## config.mk

```make
export PLATFORM = sky130hd
export DESIGN_NAME = svm_score_decide
export DESIGN_NICKNAME = d
export VERILOG_FILES = /design/src/rtl/svm_pkg.sv /design/src/rtl/svm_sat_add.sv /design/src/rtl/svm_score_decide.sv
export SDC_FILE = /design/constraint.sdc
export NUM_CORES = 1
export LEC_CHECK = 0
export CORE_MARGIN = 2
export CORE_UTILIZATION = 56
export CTS_CLUSTER_DIAMETER = 50
export DETAILED_ROUTE_END_ITERATION = 7
export GPL_ROUTABILITY_DRIVEN = 0
export PLACE_DENSITY = 0.84
export SETUP_SLACK_MARGIN = 0.3
export SLEW_MARGIN = 10
export SYNTH_ARGS = -nofsm -noshare
export SYNTH_HDL_FRONTEND = slang
export SYNTH_SLANG_ARGS = --single-unit
export TNS_END_PERCENT = 30
```

## constraint.sdc

```tcl
create_clock -name clk -period 9.9 [get_ports clk]
set_input_delay 1.485 -clock clk [delete_from_list [all_inputs] [get_ports clk]]
set_output_delay 1.485 -clock clk [all_outputs]
set_load 0.02 [all_outputs]
```

## src/rtl/svm_pkg.sv

```systemverilog
// svm_pkg - shared definitions for the SVM score decision block.
//
// Contents:
//   DEF_WPI / DEF_WINCOLS / NWIN : default window geometry (NWIN = WPI*WINCOLS)
//   SWIDTH_D, SAT_MAX / SAT_MIN  : default score width and its saturation limits
//   idx_w()                      : width of a window index for a burst of n windows
//   state_t                      : burst FSM states (IDLE / RUN / FLUSH)
package svm_pkg;

    localparam int DEF_WPI     = 8;
    localparam int DEF_WINCOLS = 8;
    localparam int NWIN        = DEF_WPI * DEF_WINCOLS;

    localparam int SWIDTH_D = 32;
    localparam logic signed [SWIDTH_D-1:0] SAT_MAX = {1'b0, {(SWIDTH_D-1){1'b1}}};
    localparam logic signed [SWIDTH_D-1:0] SAT_MIN = {1'b1, {(SWIDTH_D-1){1'b0}}};

    // A single-window burst still needs a 1-bit index.
    function automatic int idx_w(input int n);
        return (n <= 1) ? 1 : $clog2(n);
    endfunction

    typedef enum logic [1:0] {
        IDLE  = 2'd0,
        RUN   = 2'd1,
        FLUSH = 2'd2
    } state_t;

endpackage

```

## src/rtl/svm_sat_add.sv

```systemverilog
// svm_sat_add - combinational signed add of a score and a narrower bias,
// saturated back to the score width.
//
// Ports:
//   a : W-bit signed score
//   b : BW-bit signed bias (sign-extended to W+1 bits)
//   y : W-bit signed saturated sum
module svm_sat_add #(
    parameter int W  = 32,
    parameter int BW = 16
) (
    input  logic signed [W-1:0]  a,
    input  logic signed [BW-1:0] b,
    output logic signed [W-1:0]  y
);

    logic signed [W:0] sum;

    always_comb begin
        sum = {a[W-1], a} + {{(W+1-BW){b[BW-1]}}, b};
        // The top two bits disagree only when the W-bit result would overflow;
        // the extra bit then carries the true sign, which selects the limit.
        if (sum[W] != sum[W-1]) begin
            y = sum[W] ? {1'b1, {(W-1){1'b0}}} : {1'b0, {(W-1){1'b1}}};
        end else begin
            y = sum[W-1:0];
        end
    end

endmodule

```

## src/rtl/svm_score_decide.sv

```systemverilog
// svm_score_decide - biases, saturates and thresholds the per-window SVM score
// stream, and summarises each burst of NWIN = WPI*WINCOLS windows.
//
// Ports:
//   clk, reset_n         : clock, asynchronous active-low reset
//   svm_data, dvi        : incoming signed score and its valid
//   bias, threshold      : signed bias / threshold, latched at each burst start
//   score_out, win_idx,
//   detect, dvo          : per-window result, 2 cycles after the input
//   burst_done           : one-cycle pulse after the last window's dvo
//   det_count            : detect count of the finished burst
//   max_score, max_idx   : best window of the finished burst
//
// Build option: define SVM_MAXTRACK_EN to enable max_score/max_idx tracking;
// otherwise both outputs are tied to 0.
module svm_score_decide
    import svm_pkg::*;
#(
    parameter int WPI     = DEF_WPI,
    parameter int WINCOLS = DEF_WINCOLS,
    parameter int SWIDTH  = SWIDTH_D,
    parameter int BWIDTH  = 16,
    localparam int NW     = WPI * WINCOLS,
    localparam int IW     = idx_w(NW)
) (
    input  logic                     clk,
    input  logic                     reset_n,
    input  logic signed [SWIDTH-1:0] svm_data,
    input  logic                     dvi,
    input  logic signed [BWIDTH-1:0] bias,
    input  logic signed [SWIDTH-1:0] threshold,
    output logic signed [SWIDTH-1:0] score_out,
    output logic [IW-1:0]            win_idx,
    output logic                     detect,
    output logic                     dvo,
    output logic                     burst_done,
    output logic [IW:0]              det_count,
    output logic signed [SWIDTH-1:0] max_score,
    output logic [IW-1:0]            max_idx
);

    state_t                     state_reg, state_next;
    logic [IW-1:0]              idx_reg;
    logic signed [BWIDTH-1:0]   bias_lat_reg;
    logic signed [SWIDTH-1:0]   thr_lat_reg;
    logic                       start;
    logic                       last_in;
    logic                       last_out;
    logic signed [BWIDTH-1:0]   bias_eff;
    logic signed [SWIDTH-1:0]   thr_eff;
    logic signed [SWIDTH-1:0]   sat;

    logic                       s1_valid_reg;
    logic signed [SWIDTH-1:0]   s1_sat_reg;
    logic signed [SWIDTH-1:0]   s1_thr_reg;
    logic [IW-1:0]              s1_idx_reg;
    logic                       s1_first;
    logic                       s1_det;
    logic [IW:0]                cnt_run_reg;

    assign last_in  = (idx_reg == IW'(NW - 1));
    assign last_out = dvo && (win_idx == IW'(NW - 1));

    // A burst starts on any sample that arrives outside RUN, including one that
    // lands in FLUSH while the previous burst is still draining.
    always_comb begin
        state_next = state_reg;
        start      = 1'b0;
        case (state_reg)
            IDLE: begin
                if (dvi) begin
                    start      = 1'b1;
                    state_next = RUN;
                end
            end
            RUN: begin
                if (dvi && last_in) begin
                    state_next = FLUSH;
                end
            end
            FLUSH: begin
                if (dvi) begin
                    start      = 1'b1;
                    state_next = RUN;
                end else if (last_out) begin
                    state_next = IDLE;
                end
            end
            default: state_next = IDLE;
        endcase
    end

    // The first sample of a burst must already see the bias/threshold latched
    // on that same cycle, so bypass the latches while they load.
    assign bias_eff = start ? bias : bias_lat_reg;
    assign thr_eff  = start ? threshold : thr_lat_reg;

    svm_sat_add #(
        .W  (SWIDTH),
        .BW (BWIDTH)
    ) u_sat_add (
        .a (svm_data),
        .b (bias_eff),
        .y (sat)
    );

    always_ff @(posedge clk or negedge reset_n) begin
        if (!reset_n) begin
            state_reg    <= IDLE;
            idx_reg      <= '0;
            bias_lat_reg <= '0;
            thr_lat_reg  <= '0;
        end else begin
            state_reg <= state_next;
            if (start) begin
                bias_lat_reg <= bias;
                thr_lat_reg  <= threshold;
            end
            if (dvi) begin
                idx_reg <= last_in ? '0 : idx_reg + 1'b1;
            end
        end
    end

    // Stage 1: saturated score, with the threshold in force for this sample
    // carried alongside so a new burst can overlap the old one's drain.
    always_ff @(posedge clk or negedge reset_n) begin
        if (!reset_n) begin
            s1_valid_reg <= 1'b0;
            s1_sat_reg   <= '0;
            s1_thr_reg   <= '0;
            s1_idx_reg   <= '0;
        end else begin
            s1_valid_reg <= dvi;
            if (dvi) begin
                s1_sat_reg <= sat;
                s1_thr_reg <= thr_eff;
                s1_idx_reg <= idx_reg;
            end
        end
    end

    assign s1_first = (s1_idx_reg == '0);
    assign s1_det   = (s1_sat_reg > s1_thr_reg);

    // Stage 2: per-window outputs plus the running detect count. The summary
    // outputs are a separate register bank, loaded one cycle after the last
    // window, so a following burst can restart the running count freely.
    always_ff @(posedge clk or negedge reset_n) begin
        if (!reset_n) begin
            score_out   <= '0;
            win_idx     <= '0;
            detect      <= 1'b0;
            dvo         <= 1'b0;
            cnt_run_reg <= '0;
            burst_done  <= 1'b0;
            det_count   <= '0;
        end else begin
            dvo        <= s1_valid_reg;
            burst_done <= last_out;
            if (s1_valid_reg) begin
                score_out   <= s1_sat_reg;
                win_idx     <= s1_idx_reg;
                detect      <= s1_det;
                cnt_run_reg <= (s1_first ? '0 : cnt_run_reg) + {{IW{1'b0}}, s1_det};
            end
            if (last_out) begin
                det_count <= cnt_run_reg;
            end
        end
    end

`ifdef SVM_MAXTRACK_EN
    logic signed [SWIDTH-1:0] run_max_reg;
    logic [IW-1:0]            run_max_idx_reg;

    // Strict '>' keeps the earliest window on ties.
    always_ff @(posedge clk or negedge reset_n) begin
        if (!reset_n) begin
            run_max_reg     <= '0;
            run_max_idx_reg <= '0;
            max_score       <= '0;
            max_idx         <= '0;
        end else begin
            if (s1_valid_reg && (s1_first || (s1_sat_reg > run_max_reg))) begin
                run_max_reg     <= s1_sat_reg;
                run_max_idx_reg <= s1_idx_reg;
            end
            if (last_out) begin
                max_score <= run_max_reg;
                max_idx   <= run_max_idx_reg;
            end
        end
    end
`else
    assign max_score = '0;
    assign max_idx   = '0;
`endif

endmodule

```

==> metrics.md <==
| Metric | Value |
|---|---|
| Leak | `between 5 and 6 nW` |
| Cell family with most CP delay | `compound AO/OA/AOI/OAI gates` |
| Fin crit share | `around three fifths` |
| Switching part of the total | `40.36%` |
| Worst skew pair latency | `approximately 0.43 ns` |
| Endpoints failing setup | `0` |
| Area after DPL | `11230 sq um` |
| Critical path arrival | `6.25 ns` |
| RSZ-0062 raised after global routing | `false` |
| Worst setup SP type | `input pin` |
| Area Overhead vs Synth | `19.76%` |
| Port bufs | `130` |
| Setup_tns | `0 ns` |
| CP Max Fanout | `between 60 and 70` |
| Worst-path clk slew | `0.06 ns` |
| Worst Path Required | `10.16 ns` |
| Cell Rows | `48` |
| Inst Count DP | `approximately 1300` |
| Outcome | `complete, no violations` |
| Post-DP HPWL | `around 16 mm` |
| GRT Total Usage | `between 20% and 30%` |
| Clk pwr share | `17.9%` |
| Die W | `137.2 um` |
| Antenna Violating Nets Remaining | `0` |
| Sequential group share of total power | `a little under a third` |
| Tmin final | `5.991 ns` |
| Mapped cell area | `between 9000 and 10000 sq um` |
| Per-cell routed wire length | `between 15 and 20 um` |
| Vias per inst | `5.682` |
| Ant diodes | `0` |
| CP peak stage delay | `~0.71 ns` |
| Hold wc startpoint | `state_reg[1]` |
| Pre-Repair DR Iteration Count | `5` |
| Syn_area_per_cell | `10.39 sq um` |
| First-pass GRT wire length | `around 36 mm` |
| Max-cap viol count | `0` |
| Post-route cell area | `~12000 sq um` |
| CTS tree | `built` |
| Fin cells | `between 1000 and 1500` |
| Worst Max-Slew Pin Slew | `about 1.0 ns` |
| Clock Skew | `0.007516 ns` |
| Post-cts gate resize count | `0` |
| Layout cell share with drive strength beyond 1 | `13.89%` |
| Fin nets | `around 1200` |
| Ys flop type | `dfrtp_1` |
| Largest net degree at the start of global routing | `~120` |
| Reg2reg path depth | `13` |
| Cell variety after synth | `57` |
| I/O Pins | `169` |
| Sequential-to-total area share from yosys stat | `45.83%` |
| Synth warn | `0` |
| WS Path Type | `input pin to register` |
| Psw | `~0.0017 W` |
| Post-synth ARST share | `between 90% and 100%` |
| Rel. slew slack | `a little under a third` |
| Critical R2R Launch | `state_reg[0]` |
| #FFs+latches synth | `roughly 180` |
| Maximum VDD drop | `between 0.0002 and 0.00025 V` |
| Internal power | `~0.0025 W` |
| Buf+Inv Stages, Crit Path | `2` |
| Die footprint | `between 15000 and 20000 sq um` |
| Drt drc | `0` |
| CTS H-Tree Depth | `4` |
| Worst Setup SP | `dvi` |
| Worst path cell trace | `buf_4 -> nand2b_2 -> mux2_2 -> ha_1 -> fa_1 -> a211oi_1 -> o21ai_1 -> o311ai_1 -> a21oi_1 -> o21ai_2 -> o31ai_4 -> buf_4 -> o21ai_2 -> o22ai_1` |
| CORE AREA | `17300 sq um` |
| Hold-fix buffers, CTS | `0` |
| PwrDens | `~360 nW/um^2` |
| Clock Path Buffers | `2` |
| Total Wirelength | `about 22 mm` |
| Final slew viol count | `0` |
| Congestion Overflow GR | `0` |
| Vias in the first global route | `around 7400` |
| Initial DRC count | `approximately 470` |
| Initial Util | `between 50 and 60%` |
| Worst reg2reg endpoint | `s1_sat_reg[21]` |
| Combinational Power Share | `51.8%` |
| Synthesized instance count | `between 900 and 1000` |
| Clk root buf | `clkbuf_16` |
| Num Clock Sinks | `182` |
| FMAX | `166.9 MHz` |
| Post-CTS Setup Repair Bufs | `0` |
| Endpoint, Worst Hold | `state_reg[1]` |
| HP Class | `register to register` |
| Final Hold Vio Count | `0` |
| Critical-path top delay cell | `o21ai_2` |
| Initial antenna violation count | `0` |
| Post-synth EDFFs | `0` |
| TritonCTS buffer count | `17` |
| Hold path depth | `1` |
| Worst setup EP type | `register` |
| R2R Setup Slk | `between 4 and 5 ns` |
| Die H | `between 100 and 150 um` |
| Via count | `~7400` |
-- stage by stage --
stage / setup slack (ns) / total power, W / util [%] / hold WS (ns)
detailed placement: 3.509 / 0.003431 / 64.94 / 0.4675
CTS: 3.934 / 0.004236 / 68.80 / 0.4968
floorplan: 4.825 / 0.002834 / - / 0.3888
global placement: 3.711 / 0.003323 / 64.94 / 0.4678
finish: 3.909 / 0.004239 / 68.80 / 0.4947
global route: 3.373 / 0.004554 / 68.80 / 0.5013
-- metal layers --
metal / part of all wire (%) / up-vias / GRT usage (%)
li1: - / 3547 / -
met1: 44 / 3590 / 33.27
met2: 49 / 230 / 40.80
met3: 4.7 / 48 / 3.790
met4: 2.9 / 0 / 10.82
met5: 0 / - / 0
-- worst register-to-register path: stages, from the launching register on --
cell	delay, ns
dfrtp_1	0.40
nand2b_2	0.68
mux2_2	0.45
ha_1	0.23
fa_1	0.44
a211oi_1	0.25
o21ai_1	0.19
o311ai_1	0.35
a21oi_1	0.21
o21ai_2	0.27
o31ai_4	0.07
buf_4	0.25
o21ai_2	0.72
o22ai_1	0.22
-- cells by family (layout without fill, tap and decap cells) --
kind of cell | Yosys count | in the layout | share of synthesized area (%)
AOI/OAI and AO/OA | 258 | 258 | 15.88
xor gates and xnor gates | 31 | 31 | 2.732
adders and majority gates | 68 | 68 | 8.638
buffers and inverters | 157 | 244 | 7.769
DFF | 182 | 182 | 45.83
muxes | 106 | 106 | 11.99
other | 1 | 38 | 0.03774
and+or+nand+nor | 153 | 153 | 7.127
-- cell usage after synthesis (all sizes together) (3+ instances only) --
library cell	n	share of area [%]
nand2b	4	0.25
a21boi	5	0.38
nor3	12	0.60
and2	4	0.25
and3	7	0.44
o21ai	71	3.7
buf	57	4.0
a21o	24	1.8
a21oi	76	3.8
o21bai	3	0.23
clkbuf	23	0.87
mux2	104	12
a211oi	5	0.55
xor2	11	0.97
xnor2	20	1.8
nand2	63	2.4
ha	67	8.4
o31ai	5	0.43
nand3	12	0.60
a211o	3	0.26
dfrtp	182	46
nand4	14	0.88
o22ai	34	2.1
nor2	28	1.1
a31oi	8	0.50
inv	77	2.9
nor2b	4	0.25
o211ai	6	0.45
-- how the worst max path moves through the flow --
stage	endpoint	slack (ns)	depth (start not counted)
final	s1_sat_reg[21]	3.91	14
after global routing	s1_sat_reg[11]	3.37	14
after CTS	s1_sat_reg[21]	3.93	14
after detailed placement	s1_sat_reg[21]	3.51	14
after global placement	s1_sat_reg[29]	3.71	14
after floorplan	s1_sat_reg[26]	4.83	15
-- power groups by stage --
stage               Clock [W]  Combinational, W  Sequential, W
detailed placement          0           0.00214        0.00129
floorplan                   0           0.00152        0.00131
global placement            0           0.00205        0.00127
CTS                  0.000769           0.00219        0.00128
global route         0.000800           0.00244        0.00132
finish               0.000760           0.00220        0.00128
-- cell usage in the layout (no fill, tap or decap), types with 3 or more instances in the layout --
master / count
dfrtp_1: 181
clkdlybuf4s50_1: 128
mux2_2: 104
inv_1: 77
a21oi_1: 76
o21ai_0: 67
ha_1: 67
nand2_1: 63
conb_1: 38
o22ai_1: 34
nor2_1: 28
a21o_1: 24
xnor2_1: 20
clkbuf_16: 17
nand4_1: 14
nor3_1: 12
nand3_1: 12
xor2_1: 11
a31oi_1: 8
and3_1: 7
buf_4: 7
o211ai_1: 6
bufinv_16: 6
nor2b_1: 4
and2_1: 4
o31ai_1: 4
a21boi_0: 4
nand2b_1: 3
a211oi_1: 3
a211o_1: 3
o21bai_1: 3
-- final cells by class --
class | instances | area [sq um]
clock buffer | 20 | 446.7
clock inverter | 11 | 221.5
timing repair buffer | 136 | 1345
multi-input combinational | 654 | 4761
inverter | 77 | 289.0
fill | 1259 | 5396
sequential | 182 | 4556
tap | 225 | 281.5
(Power assumes the default switching activity.)
